<file path="src/rtl/uart_pkg.sv">
// -----------------------------------------------------------------------------
// uart_pkg
// Shared types and constants for the UART receive-side scheduler.
//   rx_sched_st_e : receive FSM states
//   rx_entry_t    : one buffered frame (status bits plus received byte)
// -----------------------------------------------------------------------------
package uart_pkg;

    localparam int   DATA_BITS  = 8;
    localparam logic STOP_LEVEL = 1'b1;

    typedef enum logic [2:0] {
        IDLE,
        START_CHK,
        BITS,
        PUSH,
        BREAK_WAIT
    } rx_sched_st_e;

    typedef struct packed {
        logic                 perr;
        logic                 ferr;
        logic [DATA_BITS-1:0] data;
    } rx_entry_t;

endpackage

</file>
<file path="src/rtl/uart_rx_fifo.sv">
// -----------------------------------------------------------------------------
// uart_rx_fifo
// Synchronous DEPTH x rx_entry_t FIFO. The head entry is presented directly
// from storage, so a push becomes visible one clock later (no bypass).
// Ports:
//   clk, rst_n : clock, asynchronous active-low reset
//   i_push     : write i_entry (ignored when full unless popping the same cycle)
//   i_entry    : entry to write
//   i_pop      : remove the head entry (ignored when empty)
//   o_head     : head entry, all zero while empty
//   o_full     : no free slot
//   o_empty    : no stored entry
// -----------------------------------------------------------------------------
module uart_rx_fifo
    import uart_pkg::*;
#(
    parameter int DEPTH = 4
) (
    input  logic      clk,
    input  logic      rst_n,
    input  logic      i_push,
    input  rx_entry_t i_entry,
    input  logic      i_pop,
    output rx_entry_t o_head,
    output logic      o_full,
    output logic      o_empty
);

    localparam int AW = $clog2(DEPTH);

    rx_entry_t       r_mem [DEPTH];
    logic [AW:0]     r_wptr;
    logic [AW:0]     r_rptr;
    logic            w_do_pop;
    logic            w_do_push;

    // Extra pointer MSB distinguishes full from empty when the indices match.
    assign o_empty   = (r_wptr == r_rptr);
    assign o_full    = (r_wptr[AW] != r_rptr[AW]) && (r_wptr[AW-1:0] == r_rptr[AW-1:0]);
    assign w_do_pop  = i_pop && !o_empty;
    // A pop in the same cycle frees the slot, so a push into a full FIFO still lands.
    assign w_do_push = i_push && (!o_full || w_do_pop);

    // NOTE: the storage array has no reset; only the pointers do, and the head
    // is masked to zero while empty so stale contents never reach the outputs.
    always_ff @(posedge clk) begin
        if (w_do_push) begin
            r_mem[r_wptr[AW-1:0]] <= i_entry;
        end
    end

    always_ff @(posedge clk or negedge rst_n) begin
        if (!rst_n) begin
            r_wptr <= '0;
            r_rptr <= '0;
        end else begin
            if (w_do_push) r_wptr <= r_wptr + 1'b1;
            if (w_do_pop)  r_rptr <= r_rptr + 1'b1;
        end
    end

    assign o_head = o_empty ? '0 : r_mem[r_rptr[AW-1:0]];

endmodule

</file>
<file path="src/rtl/uart_rx_sched.sv">
// -----------------------------------------------------------------------------
// uart_rx_sched
// Receive-side UART controller: synchronises the raw line, qualifies the start
// bit, issues mid-bit baud_trig pulses to the datapath, checks parity and stop
// bit, and buffers {perr, ferr, byte} frames in a FIFO with valid/ready output.
// Ports:
//   clk, rst_n   : clock, asynchronous active-low reset
//   rx_in        : raw asynchronous serial line
//   baud_trig    : one-cycle pulse at each bit centre
//   rx_done      : datapath frame-complete pulse, rx_data valid with it
//   rx_data      : datapath byte
//   out_valid    : FIFO head valid
//   out_ready    : consumer accepts head
//   out_data     : head byte
//   out_perr     : head parity error
//   out_ferr     : head framing error
//   ovr_flag     : sticky overrun (frame dropped on full FIFO)
//   clr_err      : clears ovr_flag
//   busy         : frame in progress
// -----------------------------------------------------------------------------
module uart_rx_sched
    import uart_pkg::*;
#(
    parameter int CLK_DIV = 54,
    parameter int OVS     = 16,
    parameter int DEPTH   = 4,
    parameter int PAR_EN  = 1,
    parameter int PAR_ODD = 0
) (
    input  logic       clk,
    input  logic       rst_n,
    input  logic       rx_in,
    output logic       baud_trig,
    input  logic       rx_done,
    input  logic [7:0] rx_data,
    output logic       out_valid,
    input  logic       out_ready,
    output logic [7:0] out_data,
    output logic       out_perr,
    output logic       out_ferr,
    output logic       ovr_flag,
    input  logic       clr_err,
    output logic       busy
);

    localparam int NB = 10 + PAR_EN;
    localparam int PW = (CLK_DIV > 1) ? $clog2(CLK_DIV) : 1;
    localparam int TW = $clog2(OVS);

    localparam logic [PW-1:0] PRESC_MAX   = PW'(CLK_DIV - 1);
    localparam logic [TW-1:0] HALF_MAX    = TW'(OVS / 2 - 1);
    localparam logic [TW-1:0] BIT_MAX     = TW'(OVS - 1);
    localparam logic [3:0]    LAST_IDX    = 4'(NB - 1);
    localparam logic [3:0]    PAR_IDX     = 4'(DATA_BITS + 1);
    localparam logic          PAR_ENABLE  = (PAR_EN != 0);
    localparam logic          PAR_ODD_BIT = (PAR_ODD != 0);

    logic                 r_sync1;
    logic                 r_sync2;
    logic                 w_rxs;
    rx_sched_st_e         r_state;
    logic [PW-1:0]        r_presc;
    logic                 w_os_tick;
    logic [TW-1:0]        r_tick_cnt;
    logic [3:0]           r_bit_idx;
    logic [3:0]           w_next_idx;
    logic                 r_par_bit;
    logic                 r_stop_bit;
    logic                 r_baud_trig;
    logic [7:0]           r_hold;
    logic                 r_hold_v;
    logic                 r_ovr_flag;
    logic                 w_push;
    logic                 w_pop;
    logic                 w_full;
    logic                 w_empty;
    logic                 w_ovr;
    logic [7:0]           w_data;
    rx_entry_t            w_entry;
    rx_entry_t            w_head;

    // Two-flop synchroniser; idles high like the line itself.
    always_ff @(posedge clk or negedge rst_n) begin
        if (!rst_n) begin
            r_sync1 <= 1'b1;
            r_sync2 <= 1'b1;
        end else begin
            r_sync1 <= rx_in;
            r_sync2 <= r_sync1;
        end
    end
    assign w_rxs = r_sync2;

    // Held at zero in IDLE so the oversample phase starts with the frame.
    assign w_os_tick = (r_state != IDLE) && (r_presc == PRESC_MAX);

    always_ff @(posedge clk or negedge rst_n) begin
        if (!rst_n) begin
            r_presc <= '0;
        end else if (r_state == IDLE || w_os_tick) begin
            r_presc <= '0;
        end else begin
            r_presc <= r_presc + 1'b1;
        end
    end

    assign w_next_idx = r_bit_idx + 4'd1;

    // NOTE: every state register here uses non-blocking assignment so all of
    // them update from the same pre-edge values; blocking would create order
    // dependence between statements.
    always_ff @(posedge clk or negedge rst_n) begin
        if (!rst_n) begin
            r_state     <= IDLE;
            r_tick_cnt  <= '0;
            r_bit_idx   <= '0;
            r_par_bit   <= 1'b0;
            r_stop_bit  <= 1'b0;
            r_baud_trig <= 1'b0;
        end else begin
            r_baud_trig <= 1'b0;
            case (r_state)
                IDLE: begin
                    if (!w_rxs) begin
                        r_state    <= START_CHK;
                        r_tick_cnt <= '0;
                        r_bit_idx  <= '0;
                    end
                end
                START_CHK: begin
                    if (w_os_tick) begin
                        if (r_tick_cnt == HALF_MAX) begin
                            // Still low at mid start bit: a real start; otherwise a glitch.
                            if (!w_rxs) begin
                                r_baud_trig <= 1'b1;
                                r_state     <= BITS;
                                r_tick_cnt  <= '0;
                            end else begin
                                r_state <= IDLE;
                            end
                        end else begin
                            r_tick_cnt <= r_tick_cnt + 1'b1;
                        end
                    end
                end
                BITS: begin
                    if (w_os_tick) begin
                        if (r_tick_cnt == BIT_MAX) begin
                            r_tick_cnt  <= '0;
                            r_baud_trig <= 1'b1;
                            r_bit_idx   <= w_next_idx;
                            if (PAR_ENABLE && w_next_idx == PAR_IDX) begin
                                r_par_bit <= w_rxs;
                            end
                            if (w_next_idx == LAST_IDX) begin
                                r_stop_bit <= w_rxs;
                                r_state    <= PUSH;
                            end
                        end else begin
                            r_tick_cnt <= r_tick_cnt + 1'b1;
                        end
                    end
                end
                PUSH: begin
                    // A low stop bit may be a break; wait for the line to recover.
                    r_state <= (r_stop_bit == STOP_LEVEL) ? IDLE : BREAK_WAIT;
                end
                BREAK_WAIT: begin
                    if (w_rxs) r_state <= IDLE;
                end
                default: r_state <= IDLE;
            endcase
        end
    end

    // Datapath byte holding register. A rx_done coinciding with PUSH belongs to
    // the next frame, so the capture takes priority over the clear.
    always_ff @(posedge clk or negedge rst_n) begin
        if (!rst_n) begin
            r_hold   <= 8'h00;
            r_hold_v <= 1'b0;
        end else if (rx_done) begin
            r_hold   <= rx_data;
            r_hold_v <= 1'b1;
        end else if (r_state == PUSH) begin
            r_hold_v <= 1'b0;
        end
    end

    assign w_data = r_hold_v ? r_hold : 8'hFF;

    // NOTE: every field gets an unconditional assignment, so no latch is inferred.
    always_comb begin
        w_entry      = '0;
        w_entry.data = w_data;
        // Missing datapath byte counts as a framing error as well.
        w_entry.ferr = (r_stop_bit != STOP_LEVEL) || !r_hold_v;
        w_entry.perr = PAR_ENABLE && ((^w_data) ^ r_par_bit ^ PAR_ODD_BIT);
    end

    assign w_push = (r_state == PUSH);
    assign w_pop  = out_valid && out_ready;
    assign w_ovr  = w_push && w_full && !w_pop;

    uart_rx_fifo #(
        .DEPTH (DEPTH)
    ) u_fifo (
        .clk     (clk),
        .rst_n   (rst_n),
        .i_push  (w_push),
        .i_entry (w_entry),
        .i_pop   (w_pop),
        .o_head  (w_head),
        .o_full  (w_full),
        .o_empty (w_empty)
    );

    // Sticky overrun; a new overrun beats a simultaneous clear.
    always_ff @(posedge clk or negedge rst_n) begin
        if (!rst_n) begin
            r_ovr_flag <= 1'b0;
        end else if (w_ovr) begin
            r_ovr_flag <= 1'b1;
        end else if (clr_err) begin
            r_ovr_flag <= 1'b0;
        end
    end

    assign baud_trig = r_baud_trig;
    assign out_valid = !w_empty;
    assign out_data  = w_head.data;
    assign out_perr  = w_head.perr;
    assign out_ferr  = w_head.ferr;
    assign ovr_flag  = r_ovr_flag;
    assign busy      = (r_state != IDLE);

endmodule

</file>
<file path="config.mk">
export PLATFORM = sky130hd
export DESIGN_NAME = uart_rx_sched
export DESIGN_NICKNAME = d
export VERILOG_FILES = /design/src/rtl/uart_pkg.sv /design/src/rtl/uart_rx_fifo.sv /design/src/rtl/uart_rx_sched.sv
export SDC_FILE = /design/constraint.sdc
export NUM_CORES = 1
export LEC_CHECK = 0
export ABC_CLOCK_PERIOD_IN_PS = 2000
export CORE_MARGIN = 1
export CORE_UTILIZATION = 45
export DETAILED_ROUTE_END_ITERATION = 12
export PLACE_DENSITY = 0.63
export SLEW_MARGIN = 5
export SYNTH_ARGS = -nofsm -noshare
export SYNTH_HDL_FRONTEND = slang
export SYNTH_SLANG_ARGS = --single-unit
</file>
<file path="constraint.sdc">
create_clock -name clk -period 2 [get_ports clk]
set_clock_uncertainty 0.15 [all_clocks]
set_input_delay 0.2 -clock clk [delete_from_list [all_inputs] [get_ports clk]]
set_output_delay 0.2 -clock clk [all_outputs]
set_load 0.01 [all_outputs]
</file>
---- Word-level counts from Yosys, hierarchy flattened ----
Memory sizes are Yosys's and may differ from the RTL's.
Cells that the tools add are included.
storage, ports and cells
  word-level logic and storage cells ...... 102
  memories kept ........................... 1
  bits in writable memories ............... 40
  flip-flop bits (word level) ............. 38
cells by class
  add/subtract/negate cells ............... 5
  multiplexer cells ....................... 35
  reduce and logical (&&, ||, !) cells .... 26
  eq/ne operators ......................... 19
  bitwise gates (word level) .............. 2
memories
  memory        depth  bits a word  rd ports  clocked after memory_dff  write ports  RTL line            text
  u_fifo.r_mem  4      10           1         0                         1            uart_rx_fifo.sv:31  rx_entry_t r_mem [DEPTH];
operators by type and width
  operator                                                          number
  4-bit 2-to-1 mux                                                  8
  3-bit 2-to-1 mux                                                  8
  3-bit case mux with 5 select lines                                1
  2-bit inequality test (second input constant)                     7
  4-bit == test (second input constant)                             3
  4-bit case mux with 3 select lines                                1
  4-bit AND reduction                                               3
  1-bit 2-to-1 mux                                                  11
  10-bit 2-to-1 mux                                                 1
  4-bit by 1-bit adder with 4-bit output (second input constant)    2
  8-bit 2-to-1 mux                                                  1
  4-bit case mux with 2 select lines                                1
  8-bit parity                                                      1
  1-bit logical AND                                                 7
  7-bit AND reduction                                               1
  3-bit by 1-bit adder with 3-bit output (second input constant)    2
  6-bit by 1-bit adder with 6-bit output (second input constant)    1
  3-bit by 2-bit == test with 1-bit output (second input constant)  2
  6-bit == test (second input constant)                             1
  6-bit 2-to-1 mux                                                  1
  2-bit nonzero test                                                3
  3-bit nonzero test                                                2
  4-bit by 3-bit == test with 1-bit output (second input constant)  1
  1-bit zero test                                                   4
  12 further kinds                                                  14

---- Depth between registers and ports, before layout ----
  depth after elaboration ................. 8
  gate-level depth with buffers ........... 8
  mapped depth without buffers ............ 7

---- Hierarchy ----
A second synthesis with hierarchy kept.
unflattened totals
  cells, all modules ...................... 265
  area total of the unflattened synthesis .. 3636.0 µm²
modules (own cells, without submodules)
  module         area each (µm²)  cells an instance  seq. area each (µm²)  times used
  uart_rx_fifo   1931.9           98                 1351.3                1
  uart_rx_sched  1704.1           167                803.3                 1

---- Least setup slack after synthesis ----
Ideal clock, no wire load.
  path type ............................... reg2reg
  from .................................... register r_presc[0]
  to ...................................... register r_bit_idx[2]
  period minus slack after synthesis ...... 1849 ps
  library setup time ...................... 121 ps
  slack ................................... 151 ps
  arrival time ............................ 1578 ps
  stages on the path, launching flop included .. 8
  path through ............................ dfrtp_1 ha_1 and4b_1 and2_1 buf_6 nand3_2 mux2_4 a22o_1
on the way
  word-level cells in the longest chain between the ends .. 4
ends and longest elaborated chain
  what                             RTL line              text
  start: declaration               uart_rx_sched.sv:62   logic [PW-1:0] r_presc;
  start signal: assignment         uart_rx_sched.sv:103  r_presc <= r_presc + 1'b1;
  6-bit == test                    uart_rx_sched.sv:95   assign w_os_tick = (r_state != IDLE) && (r_presc == PRESC_MAX);
  1-bit logical AND                uart_rx_sched.sv:95
  2-bit inequality test (no line)  --
  4-bit AND reduction (no line)    --
  end signal: assignment           uart_rx_sched.sv:151  r_bit_idx <= w_next_idx;
  end: declaration                 uart_rx_sched.sv:65   logic [3:0] r_bit_idx;
Every way passes these cells.
A chain may end at the register's enable or synchronous reset.

---- Final worst setup path ----
  from .................................... register u_fifo.r_rptr[0]
  to ...................................... output port out_data[4]
on the way
  word-level cells in the longest chain between the ends .. 2
  elaborated cells on any way between the ends .. 3
ends and longest elaborated chain
  what                                                            RTL line             text
  start: declaration                                              uart_rx_fifo.sv:33   logic [AW:0] r_rptr;
  start signal: assignment                                        uart_rx_fifo.sv:58   if (w_do_pop) r_rptr <= r_rptr + 1'b1;
  memory read 4 x 10 bit / 3-bit == test (equally long branches)  --
  10-bit 2-to-1 mux (*)                                           uart_rx_fifo.sv:62   assign o_head = o_empty ? '0 : r_mem[r_rptr[AW-1:0]];
  end: declaration                                                uart_rx_sched.sv:38  output logic [7:0] out_data,
Every way passes the cells marked *; elsewhere a longest branch is shown, timed or not.

==> summary.txt <==
Power
  – Cell area power density: 962 nW/um2
  – LEAKAGE: approximately 1.7 nW
  – Tot Pwr: about 4.3 mW
  – VDD IR max: about 0.00044 V

Synth
  – Most frequent cell after synthesis: edfxtp_1
  – Synth unique cells: around 40
  – Most frequent cells after synthesis: edfxtp_1 (40), dfrtp_1 (36), nand2_1 (17)
  – Share of the synthesized area in the top cell type: 0.331
  – Ys Warns: 0
  – Synth Instances: about 280
  – FFs w/ async S/R, synth: 0.487
  – Syn nets: 300
  – Post-synth EDFFs: 40
  – Top_reg_cell synth: edfxtp_1
  – Largest cells by area after synthesis: edfxtp_1 (33%), dfrtp_1 (25%), mux4_2 (6.2%)
  – Area leader, netlist: edfxtp_1
  – Syn_area_per_cell: 13.2 um2
  – Synthesized area: approximately 3600 um2
  – #FFs+latches synth: 78
  – Post-synthesis sequential area ratio: 0.594

Layout
  – Fillcell total: 671
  – Finished Cell Area: 4460 um2
  – Diodes inserted: 0
  – Share of cells above drive strength 1: 0.307
  – Nets@finish: roughly 360
  – Synth-to-Final Area Change: 22.8%

Route
  – Vias per inst: 5.16
  – Wire length per cell: between 15 and 20 um
  – First-pass iteration count of the detailed router: 4
  – Antenna-violating nets left: 0
  – DRC violations left: 0
  – Final wirelength: 6.80 mm
  – Via Count: 2257
  – Initial DRC Count: 78

Critical path
  – Worst setup SP type: flop
  – Arrival @ worst endpoint: 1.70 ns
  – Crit. End Element: primary output
  – Crit path from: u_fifo.r_rptr[0]
  – Worst endpoint required time: 1.65 ns
  – CP Class: flop to primary output
  – Worst-path maximum fanout: 6
  – R2R Setup Slk: 0.03 ns
  – Capturing point of the worst reg2reg path: u_fifo.r_rptr[1]
  – R2R cell count: 7
  – Worst r2r src: u_fifo.r_rptr[0]

Run status
  – Status: finished with violations
  – Failing checks: setup timing

Floorplan
  – I/O Pins: 28
  – Starting Density: 0.467
  – Die Area: 8430 um2
  – Core Region: 7770 um2
  – Die X: 91.8 um
  – Die H: 91.8 um
  – # rows: 32

Timing
  – Maximum clock frequency: 487 MHz
  – Setup ws final: -0.0524 ns
  – Max Slew Vio Count: 0
  – Slew HR: 0.664
  – Crit path time final: 2.05 ns
  – Final setup fails: 10
  – Final worst-path cycle share: 1.03
  – Fin. Hold Viols: 0
  – Worst slew pin tran: 0.499 ns
  – RSZ-0062 raised after global routing: yes
  – Final hold slack: 0.104 ns
  – Fin Setup TNS: -0.395 ns

Clock network
  – CTS Sinks: 78
  – TritonCTS clock tree: built
  – Root Buffer: clkbuf_8
  – CTS H-tree lvls: 3
  – Clock transition at path regs: about 0.08 ns
  – Clk_lat worst skew: 0.35 ns
  – CTS Buf Count: 9
  – Clock Tree Buf Depth: 2

Placed design
  – DP Area: around 4100 um2
  – Dpl ws: -0.195 ns
  – Final RePlAce weighted congestion: 0.878
  – Dpl hpwl: about 4.7 mm
  – Number of buffers added on ports: 27

Global routing
  – Total track usage: 0.182
  – Initial antenna violation count: 0
  – Total gr overflow: 0
  – Largest net degree at the start of global routing: 21
  – Vias in the first global route: 2378
  – First-pass GRT wire length: 11.6 mm

Min path
  – Hold Path End: r_sync1
  – Hold-critical path depth: 1
  – Hold path start: rx_in
  – Hold crit path type: primary input to flop

Flow run
  – Max-Cap Viols: 0
[layout make-up]
class / instances / area (um2) / share of cell area
clock inverters: 7 / 66.3 / 0.0149
clock buffers: 9 / 124 / 0.0278
repair buffers: 54 / 470 / 0.106
inverters: 10 / 37.5 / 0.00842
well taps: 102 / 128 / 0.0286
multi-input cells: 177 / 1480 / 0.331
flip-flops and latches: 78 / 2160 / 0.484
[metal layers]
layer  routed length [um]  global-route usage
met5                    0                   0
met4                   58              0.0417
met3                  266              0.0498
met2                 3610               0.330
met1                 2870               0.215
[cell usage in the layout (no fill, tap or decap), types with 11 or more instances in the layout]
cell             instances
edfxtp_1                40
dfrtp_1                 35
buf_4                   24
nand2_1                 16
nor2_1                  15
xnor2_1                 14
clkdlybuf4s50_1         14
nand2b_1                13
and2_4                  11
mux2_2                  11
ha_1                    11
[logic make-up (layout without fill, tap and decap cells)]
group	count (synthesis)	after routing	share of synthesized area
AOI/OAI and AO/OA	34	34	0.0593
muxes	22	22	0.100
and+or+nand+nor	86	87	0.128
DFF	78	78	0.594
adders and majority gates	11	11	0.0379
xor gates and xnor gates	23	23	0.0555
buffers and inverters	21	80	0.0252
[worst max-delay path by stage]
stage,to,slack (ns),depth (start not counted)
floorplan,r_bit_idx[2],0.15,7
global placement,out_data[6],-0.18,5
detailed placement,out_data[0],-0.19,5
CTS,out_data[6],-0.12,5
global route,out_data[4],-0.12,5
finish,out_data[4],-0.05,5
[critical path, stage by stage, from the launching register on]
cell      delay [ns]
dfrtp_2         0.46
xor2_1          0.17
or2_4           0.25
nand2b_4        0.18
and2_4          0.17
buf_2           0.13
[flip-flops by register name, indices dropped and copies added, names as in the netlist, 3 cells and up]
signal / cells
r_tick_cnt: 4
r_state: 3
r_hold: 8
r_presc: 6
r_bit_idx: 4
u_fifo.r_wptr: 3
u_fifo.r_mem: 40
u_fifo.r_rptr: 3
[where the power goes]
part / internal (mW) / switching [mW] / leakage, nW
clock network: 0.475 / 0.626 / 0.0896
registers: 1.78 / 0.0619 / 0.819
logic: 0.810 / 0.536 / 0.827
total: 3.06 / 1.22 / 1.74
[repair_timing]
action                                  CTS  global route
hold endpoints to repair                 18             0
hold buffers                              1             0
pin swaps                                11             1
buffers inserted                          2             2
gates cloned                              2             0
gates resized for setup                  66            19
endpoints found under the setup margin   54            60
[stage by stage]
stage                util  std cells
floorplan               -        275
global placement    0.532        415
detailed placement  0.532        415
CTS                 0.569        436
global route        0.574        437
finish              0.574        437
Power figures use the tool's default switching activity.
